--- src/rtl/sys_defs.sv ---
// System-wide cache and memory bus definitions
// shared by the victim cache and its writeback path.
package sys_defs;

  localparam int NUM_SET_BITS = 5;
  localparam int NUM_TAG_BITS = 16;

  typedef enum logic [1:0] {
    BUS_NONE  = 2'h0,
    BUS_LOAD  = 2'h1,
    BUS_STORE = 2'h2
  } BUS_COMMAND;

  typedef struct packed {
    logic                    valid;
    logic [NUM_TAG_BITS-1:0] tag;
    logic [63:0]             data;
  } CACHE_LINE_T;

endpackage

--- src/rtl/vic_wb_buffer_pkg.sv ---
// Writeback buffer entry, FSM state and
// address formation helper.
package vic_wb_buffer_pkg;

  import sys_defs::*;

  typedef struct packed {
    logic                    valid;
    logic [NUM_TAG_BITS-1:0] tag;
    logic [NUM_SET_BITS-1:0] set_index;
    logic [63:0]             data;
  } WB_ENTRY_T;

  typedef enum logic {
    WB_IDLE = 1'b0,
    WB_REQ  = 1'b1
  } WB_STATE;

  function automatic logic [63:0] wb_addr(
    input logic [NUM_TAG_BITS-1:0] tag,
    input logic [NUM_SET_BITS-1:0] set_index
  );
    return 64'({tag, set_index, 3'b000});
  endfunction

endpackage

--- src/rtl/vic_wb_buffer_if.sv ---
// Eviction, lookup, memory bus and status
// signals of the victim writeback buffer.
interface vic_wb_buffer_if #(
  parameter int WB_DEPTH = 4
) ();

  import sys_defs::*;

  localparam int CW = $clog2(WB_DEPTH) + 1;

  logic                    fired_valid;
  CACHE_LINE_T             fired_victim;
  logic [NUM_SET_BITS-1:0] fired_set_index;

  logic                    lookup_valid;
  logic [NUM_TAG_BITS-1:0] lookup_tag;
  logic [NUM_SET_BITS-1:0] lookup_set_index;
  logic                    lookup_hit;
  logic [63:0]             lookup_data;

  logic                    mem_grant;
  BUS_COMMAND              proc2mem_command;
  logic [63:0]             proc2mem_addr;
  logic [63:0]             proc2mem_data;
  logic [3:0]              mem2proc_response;

  logic                    full;
  logic                    empty;
  logic [CW-1:0]           count;
  logic                    overflow;

  modport slave (
    input  fired_valid, fired_victim,
    input  fired_set_index,
    input  lookup_valid, lookup_tag,
    input  lookup_set_index,
    input  mem_grant, mem2proc_response,
    output lookup_hit, lookup_data,
    output proc2mem_command,
    output proc2mem_addr, proc2mem_data,
    output full, empty, count, overflow
  );

  modport master (
    output fired_valid, fired_victim,
    output fired_set_index,
    output lookup_valid, lookup_tag,
    output lookup_set_index,
    output mem_grant, mem2proc_response,
    input  lookup_hit, lookup_data,
    input  proc2mem_command,
    input  proc2mem_addr, proc2mem_data,
    input  full, empty, count, overflow
  );

endinterface

--- src/rtl/wb_cam.sv ---
// Tag/set match over the buffer entries; the
// youngest matching entry wins.
module wb_cam
  import sys_defs::*;
#(
  parameter  int DEPTH = 4,
  localparam int PW    = $clog2(DEPTH)
) (
  input  logic                    en_i,
  input  logic                    excl_head_i,
  input  logic [PW-1:0]           head_i,
  input  logic [NUM_TAG_BITS-1:0] tag_i,
  input  logic [NUM_SET_BITS-1:0] set_i,
  input  logic                    valid_i [DEPTH],
  input  logic [NUM_TAG_BITS-1:0] tags_i  [DEPTH],
  input  logic [NUM_SET_BITS-1:0] sets_i  [DEPTH],
  output logic                    hit_o,
  output logic [PW-1:0]           idx_o
);

  logic [PW-1:0] pos;

  // Walk oldest to youngest so later hits override.
  always_comb begin
    hit_o = 1'b0;
    idx_o = '0;
    pos   = '0;
    for (int k = 0; k < DEPTH; k++) begin
      pos = head_i + PW'(k);
      if (en_i && valid_i[pos] &&
          tags_i[pos] == tag_i &&
          sets_i[pos] == set_i &&
          !(excl_head_i && k == 0)) begin
        hit_o = 1'b1;
        idx_o = pos;
      end
    end
  end

endmodule

--- src/rtl/vic_wb_buffer.sv ---
// Victim writeback buffer: queues evicted lines,
// coalesces repeats and drains them as stores.
module vic_wb_buffer
  import sys_defs::*;
  import vic_wb_buffer_pkg::*;
#(
  parameter int WB_DEPTH = 4
) (
  input logic             clock,
  input logic             reset,
  vic_wb_buffer_if.slave  bus
);

  localparam int PW = $clog2(WB_DEPTH);
  localparam int CW = PW + 1;

  WB_STATE   state_q, state_d;
  WB_ENTRY_T entries_q [WB_DEPTH];
  WB_ENTRY_T entries_d [WB_DEPTH];

  logic [PW-1:0] head_q, head_d;
  logic [PW-1:0] tail_q, tail_d;
  logic [CW-1:0] count_q, count_d;
  logic          overflow_q, overflow_d;

  logic          present, deq, fire;
  logic          push, drop, full_w;
  logic          co_hit, lk_hit;
  logic [PW-1:0] co_idx, lk_idx;

  logic                    ev [WB_DEPTH];
  logic [NUM_TAG_BITS-1:0] et [WB_DEPTH];
  logic [NUM_SET_BITS-1:0] es [WB_DEPTH];

  always_comb begin
    for (int i = 0; i < WB_DEPTH; i++) begin
      ev[i] = entries_q[i].valid;
      et[i] = entries_q[i].tag;
      es[i] = entries_q[i].set_index;
    end
  end

  assign full_w  = count_q == CW'(WB_DEPTH);
  assign present = (state_q == WB_REQ) &&
                   bus.mem_grant;
  assign deq     = present &&
                   (bus.mem2proc_response != 4'h0);
  assign fire    = bus.fired_valid &&
                   bus.fired_victim.valid;
  assign push    = fire && !co_hit &&
                   (!full_w || deq);
  assign drop    = fire && !co_hit &&
                   full_w && !deq;

  // The head on the bus must keep stable data.
  wb_cam #(.DEPTH(WB_DEPTH)) u_co_cam (
    .en_i        (fire),
    .excl_head_i (present),
    .head_i      (head_q),
    .tag_i       (bus.fired_victim.tag),
    .set_i       (bus.fired_set_index),
    .valid_i     (ev),
    .tags_i      (et),
    .sets_i      (es),
    .hit_o       (co_hit),
    .idx_o       (co_idx)
  );

  wb_cam #(.DEPTH(WB_DEPTH)) u_lk_cam (
    .en_i        (bus.lookup_valid),
    .excl_head_i (1'b0),
    .head_i      (head_q),
    .tag_i       (bus.lookup_tag),
    .set_i       (bus.lookup_set_index),
    .valid_i     (ev),
    .tags_i      (et),
    .sets_i      (es),
    .hit_o       (lk_hit),
    .idx_o       (lk_idx)
  );

  always_comb begin
    entries_d  = entries_q;
    head_d     = head_q;
    tail_d     = tail_q;
    overflow_d = drop;
    if (co_hit) begin
      entries_d[co_idx].data =
        bus.fired_victim.data;
    end
    if (deq) begin
      entries_d[head_q].valid = 1'b0;
      head_d = head_q + PW'(1);
    end
    if (push) begin
      entries_d[tail_q] = '{
        valid:     1'b1,
        tag:       bus.fired_victim.tag,
        set_index: bus.fired_set_index,
        data:      bus.fired_victim.data
      };
      tail_d = tail_q + PW'(1);
    end
    count_d = count_q + CW'(push) - CW'(deq);
  end

  always_comb begin
    state_d = state_q;
    unique case (state_q)
      WB_IDLE:
        if (count_q != '0) state_d = WB_REQ;
      WB_REQ:
        if (count_d == '0) state_d = WB_IDLE;
      default: state_d = WB_IDLE;
    endcase
  end

  always_ff @(posedge clock or posedge reset) begin
    if (reset) begin
      state_q    <= WB_IDLE;
      head_q     <= '0;
      tail_q     <= '0;
      count_q    <= '0;
      overflow_q <= 1'b0;
      for (int i = 0; i < WB_DEPTH; i++) begin
        entries_q[i] <= '0;
      end
    end else begin
      state_q    <= state_d;
      head_q     <= head_d;
      tail_q     <= tail_d;
      count_q    <= count_d;
      overflow_q <= overflow_d;
      entries_q  <= entries_d;
    end
  end

  assign bus.proc2mem_command =
    present ? BUS_STORE : BUS_NONE;
  assign bus.proc2mem_addr = present ?
    wb_addr(entries_q[head_q].tag,
            entries_q[head_q].set_index) : '0;
  assign bus.proc2mem_data = present ?
    entries_q[head_q].data : '0;

  assign bus.lookup_hit  = lk_hit;
  assign bus.lookup_data = lk_hit ?
    entries_q[lk_idx].data : '0;

  assign bus.full     = full_w;
  assign bus.empty    = count_q == '0;
  assign bus.count    = count_q;
  assign bus.overflow = overflow_q;

endmodule

--- src/flat_wrapper.sv ---
// flat-port wrapper written by rule: the top's interface ports become plain ports
module vic_wb_buffer_flat import sys_defs::*; import vic_wb_buffer_pkg::*;
#(
  parameter int WB_DEPTH = 4
)
  (clock, reset, bus_fired_valid, bus_fired_victim, bus_fired_set_index, bus_lookup_valid, bus_lookup_tag, bus_lookup_set_index, bus_mem_grant, bus_mem2proc_response, bus_lookup_hit, bus_lookup_data, bus_proc2mem_command, bus_proc2mem_addr, bus_proc2mem_data, bus_full, bus_empty, bus_count, bus_overflow);
  vic_wb_buffer_if #(.WB_DEPTH(WB_DEPTH)) bus_i ();
  input logic clock;
  input logic reset;
  input wire logic [$bits(bus_i.fired_valid)-1:0] bus_fired_valid;
  input wire logic [$bits(bus_i.fired_victim)-1:0] bus_fired_victim;
  input wire logic [$bits(bus_i.fired_set_index)-1:0] bus_fired_set_index;
  input wire logic [$bits(bus_i.lookup_valid)-1:0] bus_lookup_valid;
  input wire logic [$bits(bus_i.lookup_tag)-1:0] bus_lookup_tag;
  input wire logic [$bits(bus_i.lookup_set_index)-1:0] bus_lookup_set_index;
  input wire logic [$bits(bus_i.mem_grant)-1:0] bus_mem_grant;
  input wire logic [$bits(bus_i.mem2proc_response)-1:0] bus_mem2proc_response;
  output wire logic [$bits(bus_i.lookup_hit)-1:0] bus_lookup_hit;
  output wire logic [$bits(bus_i.lookup_data)-1:0] bus_lookup_data;
  output wire logic [$bits(bus_i.proc2mem_command)-1:0] bus_proc2mem_command;
  output wire logic [$bits(bus_i.proc2mem_addr)-1:0] bus_proc2mem_addr;
  output wire logic [$bits(bus_i.proc2mem_data)-1:0] bus_proc2mem_data;
  output wire logic [$bits(bus_i.full)-1:0] bus_full;
  output wire logic [$bits(bus_i.empty)-1:0] bus_empty;
  output wire logic [$bits(bus_i.count)-1:0] bus_count;
  output wire logic [$bits(bus_i.overflow)-1:0] bus_overflow;
  assign bus_i.fired_valid = bus_fired_valid;
  assign bus_i.fired_victim = bus_fired_victim;
  assign bus_i.fired_set_index = bus_fired_set_index;
  assign bus_i.lookup_valid = bus_lookup_valid;
  assign bus_i.lookup_tag = bus_lookup_tag;
  assign bus_i.lookup_set_index = bus_lookup_set_index;
  assign bus_i.mem_grant = bus_mem_grant;
  assign bus_i.mem2proc_response = bus_mem2proc_response;
  assign bus_lookup_hit = bus_i.lookup_hit;
  assign bus_lookup_data = bus_i.lookup_data;
  assign bus_proc2mem_command = bus_i.proc2mem_command;
  assign bus_proc2mem_addr = bus_i.proc2mem_addr;
  assign bus_proc2mem_data = bus_i.proc2mem_data;
  assign bus_full = bus_i.full;
  assign bus_empty = bus_i.empty;
  assign bus_count = bus_i.count;
  assign bus_overflow = bus_i.overflow;
  vic_wb_buffer #(.WB_DEPTH(WB_DEPTH)) u_core (.clock(clock), .reset(reset), .bus(bus_i));
endmodule
--- config.mk ---
export PLATFORM = sky130hd
export DESIGN_NAME = vic_wb_buffer_flat
export DESIGN_NICKNAME = d
export VERILOG_FILES = /design/src/rtl/sys_defs.sv /design/src/rtl/vic_wb_buffer_pkg.sv /design/src/rtl/vic_wb_buffer_if.sv /design/src/rtl/wb_cam.sv /design/src/rtl/vic_wb_buffer.sv /design/src/flat_wrapper.sv
export SDC_FILE = /design/constraint.sdc
export NUM_CORES = 1
export LEC_CHECK = 0
export CAP_MARGIN = 40
export CORE_MARGIN = 2
export CORE_UTILIZATION = 45
export CTS_CLUSTER_SIZE = 40
export DETAILED_ROUTE_END_ITERATION = 8
export GPL_TIMING_DRIVEN = 0
export HOLD_SLACK_MARGIN = 0.06
export PLACE_DENSITY = 0.66
export SKIP_CTS_REPAIR_TIMING = 1
export SLEW_MARGIN = 20
export SYNTH_ARGS = -nofsm -noshare
export SYNTH_HDL_FRONTEND = slang
export SYNTH_SLANG_ARGS = --single-unit
--- constraint.sdc ---
create_clock -name clock -period 14.3 [get_ports clock]
set_input_delay 2.86 -clock clock [delete_from_list [all_inputs] [get_ports clock]]
set_output_delay 2.86 -clock clock [all_outputs]
set_load 0.02 [all_outputs]
; Yosys cells after proc, flatten, opt, wreduce, memory -nomap -nowiden
; Index checks and enable logic that the tools add are counted.
[word_totals]
register_bits = 353
latch_bits = 0
ramBits = 0
romBits = 0
inputBits = 116
out_inout_bits = 201
wordCells = 183
n_memories = 0
[op_classes]
addsub = 6
multipliers = 0
div_mod_pow = 0
magnitude_cmp = 10
n_eq_ne = 17
n_shift = 0
n_mux = 77
bitwise = 8
n_reduce_logical = 44
[op_table]
columns = operator, count
row1 = 344-bit bitwise mux, 3
row2 = 344-bit 2-to-1 mux, 3
row3 = 86-bit demux with 2-bit select, 3
row4 = 86-bit binary-select mux with 2-bit select, 2
row5 = 64-bit 2-to-1 mux, 5
row6 = 86-bit 2-to-1 mux, 2
row7 = 85-bit 2-to-1 mux, 2
row8 = 16-bit binary-select mux with 2-bit select, 4
row9 = 16-bit equality test, 8
row10 = 16-bit 2-to-1 mux, 8
row11 = 5-bit binary-select mux with 2-bit select, 4
row12 = 5-bit equality test, 8
row13 = 5-bit 2-to-1 mux, 8
row14 = 1-bit logical AND, 35
row15 = 24-bit 2-to-1 mux, 1
row16 = 3-bit greater-or-equal comparator (second input constant), 7
row17 = 2-bit inverter with 3-bit output, 7
row18 = 1-bit 2-to-1 mux, 18
row19 = 2-bit 2-to-1 mux, 9
row20 = 3-bit by 1-bit < comparator with 1-bit output (second input constant), 3
row21 = 1-bit binary-select mux with 2-bit select, 4
row22 = 3-bit zero test, 2
row23 = 2-bit by 1-bit adder with 2-bit output (second input constant), 2
row24 = 2-bit adder (second input constant), 2
row25 = 9 further kinds, 12

; Logic depth before layout (Yosys ltp)
; Gate-level depths: netlist of the first run.
[depth]
word_depth = 23
depth_mapped = 28
depth_no_buf = 16

; Hierarchy
; From an unflattened synthesis of the first run, not the netlist that was laid out.
[hier_totals]
hier_cells = 1926
hier_area_um2 = 25268.0
[modules_own_cells]
columns = mod, n_inst, cells_per_inst, area_each_um2, seq_area_each_um2
row1 = vic_wb_buffer, 1, 1190, 18318.8, 8833.5
row2 = wb_cam, 2, 368, 3474.6, 0.0

; Least setup slack after synthesis of the first run
; No wires, ideal clock.
[synth_path]
path_type = flip-flop to output port
startpoint = register u_core.head_q[0]
endpoint = output bus_lookup_data[43]
arrival_ns = 5.664
required_ns = 11.440
slack_ns = 5.776
path_stages_with_launch = 25
n_path_buf = 13
cell_sequence = dfrtp_1 buf_6 buf_8 buf_8 clkinv_1 clkbuf_1 clkbuf_1 clkbuf_1 clkbuf_1 ha_1 buf_2 buf_6 buf_4 buf_4 mux4_2 xnor2_1 nand4_1 nor4_2 o2111ai_2 nor2_1 buf_2 buf_2 mux2i_1 o2111ai_1 o22ai_1
[synth_between]
elab_cells_between_ends = 76
classes_between = add/sub: 3 / eq/ne: 8 / mux: 48 / bitwise: 5 / reduce/logical: 12
[synth_rtl]
columns = element, line
row1 = from (decl), vic_wb_buffer.sv:21  ; logic [PW-1:0] head_q, head_d;
row2 = from (signal assigned), vic_wb_buffer.sv:121  ; head_q <= '0;
row3 = from (signal assigned), vic_wb_buffer.sv:130  ; head_q <= head_d;
row4 = 2-bit adder (*), n/a
row5 = via u_core.u_co_cam.pos[0], wb_cam.sv:21  ; logic [PW-1:0] pos;
row6 = 2-bit inverter with 3-bit output (implied by the code), "wb_cam.sv:30, wb_cam.sv:31, wb_cam.sv:32"
row7 = 16-bit binary-select mux with 2-bit select or 1-bit binary-select mux with 2-bit select (tied branches), "wb_cam.sv:31, wb_cam.sv:30"
row8 = 16-bit 2-to-1 mux (implied by the code) or 1-bit 2-to-1 mux (tied branches) (2 in series), "wb_cam.sv:31, wb_cam.sv:30"
row9 = 16-bit equality test or 1-bit logical AND (tied branches), "wb_cam.sv:31, wb_cam.sv:30"
row10 = 1-bit logical AND, wb_cam.sv:30  ; if (en_i && valid_i[pos] &&
row11 = 1-bit logical AND, wb_cam.sv:31  ; tags_i[pos] == tag_i &&
row12 = 2-bit 2-to-1 mux, wb_cam.sv:30
row13 = 2-bit inverter with 3-bit output (implied by the code), vic_wb_buffer.sv:148  ; entries_q[lk_idx].data : '0;
row14 = 86-bit binary-select mux with 2-bit select, vic_wb_buffer.sv:148
row15 = 64-bit 2-to-1 mux (implied by the code) (2 in series), vic_wb_buffer.sv:148
row16 = 64-bit 2-to-1 mux (*), vic_wb_buffer.sv:147  ; assign bus.lookup_data = lk_hit ?
row17 = to (decl), flat_wrapper.sv:19  ; output wire logic [$bits(bus_i.lookup_data)-1:0] bus_lookup_data;
; The timed path passes the listed nets; every way through them passes the cells marked *. The select of a mux whose other input is x is not followed.

; Worst setup path in the final report of the first run
[layout_path]
startpoint = register u_core.head_q[0]
endpoint = output bus_lookup_data[7]
; Same word-level chain as after synthesis.

==> metrics.md, run 1 <==
| Metric | Value |
|---|---|
| Initial antenna violation count | 5 |
| Synth Area in Adders | 0.499% |
| Vias per inst | 6.70 |
| Leakage | 13.4 nW |
| Core area | 0.0641 mm^2 |
| CTS root buf | clkbuf_16 |
| Residual DRC | 0 |
| Critical path arrival | 10.80 ns |
| Via count | 27,900 |
| Clk slew on worst S/H paths | approximately 0.060 ns |
| Die Area | around 0.067 mm^2 |
| Synth Area in Compound Gates | a little under an eighth |
| Yosys warnings | 0 |
| Detailed placer's ending HPWL | 95.9 mm |
| Busiest grt layer | met2 |
| Drt total wl | 129 mm |
| Synth cell count leaders | 353 x dfrtp_1, 275 x nor2_1, 260 x mux2_2, 216 x mux2i_1, 185 x nand2_1 |
| Initial core utilization | 45.3% |
| Fmax | 73.2 MHz |
| XOR/XNOR share of the synthesized area | approximately 4.7% |
| Hold Path Class | reg -> reg |
| Clk_skew | roughly 0.021 ns |
| Cell taking the most area after synthesis | dfrtp_1 |
| Power Density | 257 mW/mm^2 |
| Final Wtd Congestion | ~1 |
| GR Util met2 | 59.1% |
| Final Power | roughly 8.9 mW |
| GRT Util Overall | 37.9% |
| Final Util | 54.0% |
| Cell Area, Synth | 0.0291 mm^2 |
| Crit end category | primary output |
| CTS tree | built |
| Final Non-Filler Cells | between 4,000 and 5,000 |
| Final instance area | between 0.03 and 0.04 mm^2 |
| Detail Route Antenna Nets | 0 |
| GR Util met3 | 8.35% |
| Max-slew violations | 0 |
| Top cell type's share of synthesized area | between 30% and 40% |
| RSZ-0062 raised after global routing | no |
| # port buffers | 250 |
| Most used DFF post-synth | dfrtp_1 |
| Simple-gate area share of the yosys netlist | 14.7% |
| Share of cell area taken by muxes after synthesis | between 30% and 40% |
| Global-route wire length before repair | 188 mm |
| Drt wl/cell | just over 30 um |
| Longest Clk Path Bufs | 3 |
| Final setup violating endpoints | 0 |
| DR iter-0 viols | 3,543 |
| P&R area growth vs syn | 19.2% |
| Ports | 317 |
| CTS Buf Count | 44 |
| Vias in the first global route | 27,600 |
| Clock sinks | 353 |
| Status | finished, final reports clean |
| FP Rows | 93 |
| Avg Cell Area, Syn | 10.0 um^2 |
| GR Util met1 | 49.9% |
| Worst slew margin | 34.3% |
| #FFs+latches synth | between 300 and 400 |
| Measured slew at the worst slew-check pin | 0.958 ns |
| Die W | between 200 and 300 um |
| Crit Path Max Fanout | 11 |
| Async S/R FF share, synth | 100% |
| Max cap viols | 0 |
| Worst Setup Start Kind | flip-flop |
| # nets final | approximately 3,400 |
| Crit path max-delay cell type | clkbuf_1 |
| Post-placement cell area | 0.0330 mm^2 |
| Total grt overflow | 0 |
| Largest family of logic cells by synthesized area | multiplexers |
| Layout cells sized above 1 | 20.4% |
| Clk_lat worst skew | slightly above 0.6 ns |
| Final Hold Viols | 0 |
| H-tree levels | 2 |
| Area contributors post-synth | dfrtp_1 30%, mux4_2 11%, mux2_2 10% |
| Syn Inst Count | 2,903 |
| DRT Pass-1 Iters | 8 |
| Register area share after synthesis | 30.4% |
| DP Cell Count | 4,069 |
| Fin crit period | ~14 ns |
| Die Y | 258 um |
| Period utilisation layout | 95.6% |
| Unique masters post-synth | a little under 80 |
| Post-synth EDFFs | 0 |
| Most frequent cell after synthesis | dfrtp_1 |
| Largest net degree at the start of global routing | about 100 |
| Critical path type | reg -> out |
| Most used cell along the critical path | clkbuf_1 |
| Worst VDD drop | 0.000131 V |
| Worst path max stage delay | between 0.7 and 0.8 ns |
| Worst EP required | 11.44 ns |
-- final cells by class --
class,count,area [um^2]
Antenna cell,5,12.5
Clock inverter,20,268
Fill cell,5589,29500
Sequential cell,353,8830
Inverter,22,90.1
Tap cell,855,1070
Multi-Input combinational cell,2244,18500
Clock buffer,59,1280
Buffer,327,1760
Timing Repair Buffer,272,2780
-- placed cells by master, fill, tap and decap left out, drive strengths merged, types with 6 or more instances in the layout --
master / synthesis / final
a2111oi: 7 / 7
a21oi: 17 / 17
a22oi: 8 / 8
and2: 87 / 87
buf: 183 / 204
clkbuf: 144 / 204
clkdlybuf4s50: 0 / 250
clkinv: 4 / 13
conb: 1 / 44
dfrtp: 353 / 353
ha: 10 / 10
inv: 18 / 20
mux2: 343 / 343
mux2i: 216 / 216
mux4: 139 / 139
nand2: 185 / 185
nand3: 18 / 18
nand4: 19 / 19
nor2: 275 / 275
nor3: 136 / 136
nor4: 15 / 15
o2111ai: 133 / 133
o211ai: 7 / 7
o21a: 129 / 129
o21ai: 25 / 25
o221ai: 6 / 6
o22ai: 73 / 73
or3: 128 / 128
xnor2: 99 / 99
xor2: 56 / 56
-- worst paths after layout --
check / from / to / slack (ns) / cells after the start
worst max-delay path: u_core.head_q[0] / bus_lookup_data[7] / 0.64 / 26
worst min-delay path: u_core.entries_q[179] / u_core.entries_q[179] / 0.54 / 1
worst max register to register: u_core.head_q[0] / u_core.entries_q[135] / 5.13 / 24
worst min register to register: u_core.entries_q[179] / u_core.entries_q[179] / 0.54 / 1
max in group asynchronous: reset / u_core.entries_q[311] / 9.74 / 5
min in group asynchronous: reset / u_core.entries_q[96] / 2.74 / 2
-- worst max-delay path: cells and delay by family (launching register included) --
kind	cells	cell delay, ns
muxes	1	0.41
AOI/OAI and AO/OA	5	1.71
and+or+nand+nor	1	0.50
DFF	1	0.42
adders and majority gates	1	0.26
buffers and inverters	18	6.85
-- through the flow --
step	worst slack, ns	setup TNS, ns	hold WS (ns)
global placement	-2.58	-882.06	0.516
finish	0.636	0	0.536
global route	0.594	0	0.556
CTS	0.864	0	0.542
detailed placement	1.54	0	0.530
floorplan	1.65	0	0.488
-- state kept, by name (all words and copies together) (netlist names) --
signal and cells:
u_core.entries_q 344, u_core.state_q 1, u_core.tail_q 2, u_core.head_q 2, u_core.bus.overflow 1, u_core.bus.count 3
-- cells by family (layout without fill, tap and decap cells) --
group,after synthesis,count (layout)
and+or+nand+nor,890,890
muxes,698,698
AOI/OAI and AO/OA,446,446
DFF,353,353
buffers and inverters,349,700
xor gates and xnor gates,155,155
adders and majority gates,11,11
other,1,49
-- power by group --
part / leakage [nW] / switching (mW) / internal, mW / total [mW]
Combinational: 8.37 / 3.09 / 2.42 / 5.51
Sequential: 4.26 / 0.693 / 1.50 / 2.19
Clock: 0.755 / 0.488 / 0.718 / 1.21
Total: 13.4 / 4.27 / 4.64 / 8.91
-- layer usage --
metal | part of all wire, % | up-vias
li1 | - | 11500
met1 | 39 | 14000
met2 | 45 | 1978
met3 | 10 | 403
met4 | 5.6 | 8
met5 | 0.045 | -
No activity file was read; power rests on OpenSTA's default activity.
==> inputs of run 2 (changes only) <==
--- a/config.mk
+++ b/config.mk
@@ -12,9 +12,10 @@
 export DETAILED_ROUTE_END_ITERATION = 8
 export GPL_TIMING_DRIVEN = 0
 export HOLD_SLACK_MARGIN = 0.06
-export PLACE_DENSITY = 0.66
+export PLACE_DENSITY = 0.67
 export SKIP_CTS_REPAIR_TIMING = 1
 export SLEW_MARGIN = 20
 export SYNTH_ARGS = -nofsm -noshare
 export SYNTH_HDL_FRONTEND = slang
+export SYNTH_HIERARCHICAL = 1
 export SYNTH_SLANG_ARGS = --single-unit
==> run 2 against run 1 <==
Combinational power shrank 22%. Highest routed layer unchanged. Critical endpoint is now bus_lookup_data[53]. Via count shrank 33%. Sequential power is essentially flat. Power shrank 15%. Setup slack gained 2.7 ns. Critical path depth shrank 13. Hold slack lost 0.028 ns.
==> metrics.md, run 2 <==
| Metric | Value |
|---|---|
| Status | finished, final reports clean |
| Leakage | 12.0 nW (-11%) |
| Via count | 18,600 (-33%) |
| Residual DRC | 0 (unchanged) |
| Detail Route Antenna Nets | 0 (unchanged) |
| Cell Area, Synth | 0.0253 mm^2 (-13%) |
| CTS tree | built |
| Area contributors post-synth | dfrtp_1 35%, mux4_2 21%, mux2_2 14% |
| Ports | 317 (unchanged) |
| DRT Pass-1 Iters | 5 (-3) |
| Fin crit period | 10.92 ns (-2.74 ns) |
| Yosys warnings | 6 (+6) |
| Final setup violating endpoints | 0 (unchanged) |
| Post-synth EDFFs | 0 (unchanged) |
| Final Wtd Congestion | 0.947 (-5.7%) |
| Core area | 0.0553 mm^2 (-14%) |
| Die W | 241 um (-6.7%) |
| Max-slew violations | 0 (unchanged) |
| Die Area | 0.0581 mm^2 (-13%) |
| Critical path arrival | 8.06 ns (-2.74 ns) |
| Max reg flops | 344 (unchanged) |
| CTS Buf Count | 41 (-6.8%) |
| Detailed placer's ending HPWL | 64.5 mm (-33%) |
| Synth cell count leaders | 353 x dfrtp_1, 320 x mux2_2, 237 x mux4_2, 163 x and2_1, 126 x mux2i_1 |
| Global-route wire length before repair | 129 mm (-32%) |
| Top cell type's share of synthesized area | 35.0% (+4.6 points) |
| Period utilisation layout | 76.4% (-19 points) |
| Async S/R FF share, synth | 100% (unchanged) |
| # diodes | 0 (-5) |
| Commonest non-fill, non-tap cell in the layout | dfrtp_1 |
| GRT Util Overall | 30.3% (-7.6 points) |
| # nets final | 2,404 (-29%) |
| FP Rows | 86 (-7.5%) |
| Power Density | 250 mW/mm^2 (-2.9%) |
| Hold Slack | 0.508 ns (-0.0282 ns) |
| Worst VDD drop | 0.000114 V (-13%) |
| Die Y | 241 um (-6.7%) |
| Syn Inst Count | 1,926 (-34%) |
| #FFs+latches synth | 353 (unchanged) |
| Post-placement cell area | 0.0291 mm^2 (-12%) |
| Most used cell along the critical path | clkbuf_1 |
| Crit Path Max Fanout | 10 (-1) |
| Unique masters post-synth | 62 (-19%) |
| Clk_lat worst skew | 0.58 ns (-0.03 ns) |
| Worst EP required | 11.44 ns (about the same) |
| Register area share after synthesis | 35.0% (+4.6 points) |
| Fmax | 91.5 MHz (+25%) |
| Setup tns final | 0 ns (unchanged) |
| Drt total wl | 87.7 mm (-32%) |
| Critical path type | in -> out |
| Hold Path Class | reg -> reg |
| Most used DFF post-synth | dfrtp_1 |
| Measured slew at the worst slew-check pin | 0.882 ns (-0.0763 ns) |
| Layout cells sized above 1 | 33.7% (+13 points) |
| Worst Setup Start Kind | input port |
| H-tree levels | 2 (unchanged) |
| Drt wl/cell | 28.8 um (-7.4%) |
| Max cap viols | 0 (unchanged) |
| Clock sinks | 353 (unchanged) |
| Largest net degree at the start of global routing | 105 (+0.96%) |
| DR iter-0 viols | 1,536 (-57%) |
| Setup WS pre-CTS | 3.48 ns (+1.94 ns) |
| Post-route setup slack | 3.38 ns (+2.74 ns) |
| Final Hold Viols | 0 (unchanged) |
| Clk slew on worst S/H paths | 0.05 ns (about the same) |
| Most frequent cells in the layout | 353 x dfrtp_1, 320 x mux2_2, 257 x clkdlybuf4s50_1 |
| Initial core utilization | 45.7% (+0.36 points) |
| Buf/Inv on CP | 5 (-13) |
| CTS root buf | clkbuf_16 |
| Most flops, register | u_core/entries_q |
| Final Util | 55.0% (+0.98 points) |
| CP top delay family | buffers and inverters |
| Initial antenna violation count | 8 (+3) |
| Cell taking the most area after synthesis | dfrtp_1 |
| Most frequent cell after synthesis | dfrtp_1 |
| Total grt overflow | 0 (unchanged) |
| Avg Cell Area, Syn | 13.1 um^2 (+31%) |
| Vias per inst | 6.11 (-8.9%) |
| Worst slew margin | 41.2% (+6.9 points) |
| CP Cell Sequence | clkdlybuf4s50_1, clkbuf_1, xor2_1, a21oi_1, a2111oi_0, nand4_1, or3_1, o2111ai_2, clkbuf_1, clkbuf_1, mux4_2, and2_1, clkdlybuf4s50_1 |
| P&R area growth vs syn | 20.4% |
| Worst path max stage delay | 0.68 ns (-0.06 ns) |
| Final instance area | 0.0304 mm^2 (-12%) |
| # port buffers | 257 (+2.8%) |
| Clk_skew | 0.0361 ns (+0.0151 ns) |
| Crit path max-delay cell type | clkbuf_1 |
| Longest Clk Path Bufs | 3 (unchanged) |
| RSZ-0062 raised after global routing | no |
| Vias in the first global route | 19,300 (-30%) |
| Crit end category | primary output |
-- run 2: cell count changes in the layout (fill, tap and decap cells not counted), moves of 77 or more --
cell,change
mux4_2,+98
o21a_1,-126
o2111ai_1,-126
or3_1,-126
clkbuf_1,-83
and2_1,+77
nor2_1,-241
nor3_1,-129
mux2i_1,-90
nand2_1,-166
-- run 2: cell type report --
| class | instances | area [um^2] |
|---|---|---|
| tap | 748 | 936 |
| clock buffer | 57 | 1170 |
| sequential | 353 | 8830 |
| timing repair buffer | 264 | 2700 |
| buffer | 210 | 1340 |
| fill | 4691 | 24900 |
| inverter | 20 | 82.6 |
| multi-input combinational | 1387 | 15200 |
| clock inverter | 10 | 179 |
-- run 2: worst reg2reg max path, stage by stage (launching register included) --
cell and delay (ns):
dfrtp_1 0.54, buf_6 0.21, buf_2 0.32, buf_2 0.42, mux4_2 0.38, xor2_1 0.16
nor4_1 0.74, nand2_1 0.19, o41ai_1 0.47, nand3b_1 0.35, and3b_1 0.23, buf_2 0.18
and2_1 0.21, inv_1 0.09, ha_1 0.23, inv_1 0.06, ha_1 0.13, inv_1 0.05
fa_1 0.40, xnor2_1 0.15, xnor2_1 0.15, nor4_1 0.17, a21oi_1 0.07
-- run 2: worst paths after layout --
check | startpoint | to | slack [ns] | cells past startpoint
worst max-delay path | bus_lookup_tag[13] | bus_lookup_data[53] | 3.38 | 13
worst min-delay path | u_core/entries_q[146] | u_core/entries_q[146] | 0.51 | 1
worst max register to register | u_core/head_q[1] | u_core/state_q | 8.27 | 22
worst min register to register | u_core/entries_q[146] | u_core/entries_q[146] | 0.51 | 1
max in group asynchronous | reset | u_core/entries_q[208] | 10.20 | 4
min in group asynchronous | reset | u_core/entries_q[328] | 2.77 | 2
-- run 2: per-layer routing --
metal | wire, um | global-route usage [%] | up-vias
met3 | 7290 | 7.67 | 168
met4 | 2980 | 10.3 | 14
met1 | 34900 | 39.3 | 9705
met2 | 42400 | 49.6 | 836
met5 | 94 | 0 | -
li1 | - | - | 7894
-- run 2: power breakdown --
part           total [mW]  switching, mW  internal, mW  leakage, nW
clock                1.05          0.429         0.624        0.652
sequential           2.22          0.724          1.50         4.25
combinational        4.32           1.97          2.35         7.08
total                7.60           3.12          4.48         12.0
-- run 2: kinds of logic (layout without fill, tap and decap cells) --
logic type	count (synthesis)	count (layout)	share of synthesized area (%)
compound gates	130	130	3.98
xor+xnor	164	164	5.68
fa+ha+maj	11	11	0.574
buf+inv	230	561	5.60
flops	353	353	35.0
mux	709	709	41.6
other cells	1	45	0.0148
simple gates	328	328	7.56
-- run 2: through the flow --
step           std cells  power [mW]
3_5_place_dp        2981        6.48
6_report            3049        7.60
2_1_floorplan       1970        5.09
3_3_place_gp        2975        6.36
5_1_grt             3049        7.96
4_1_cts             3048        7.57
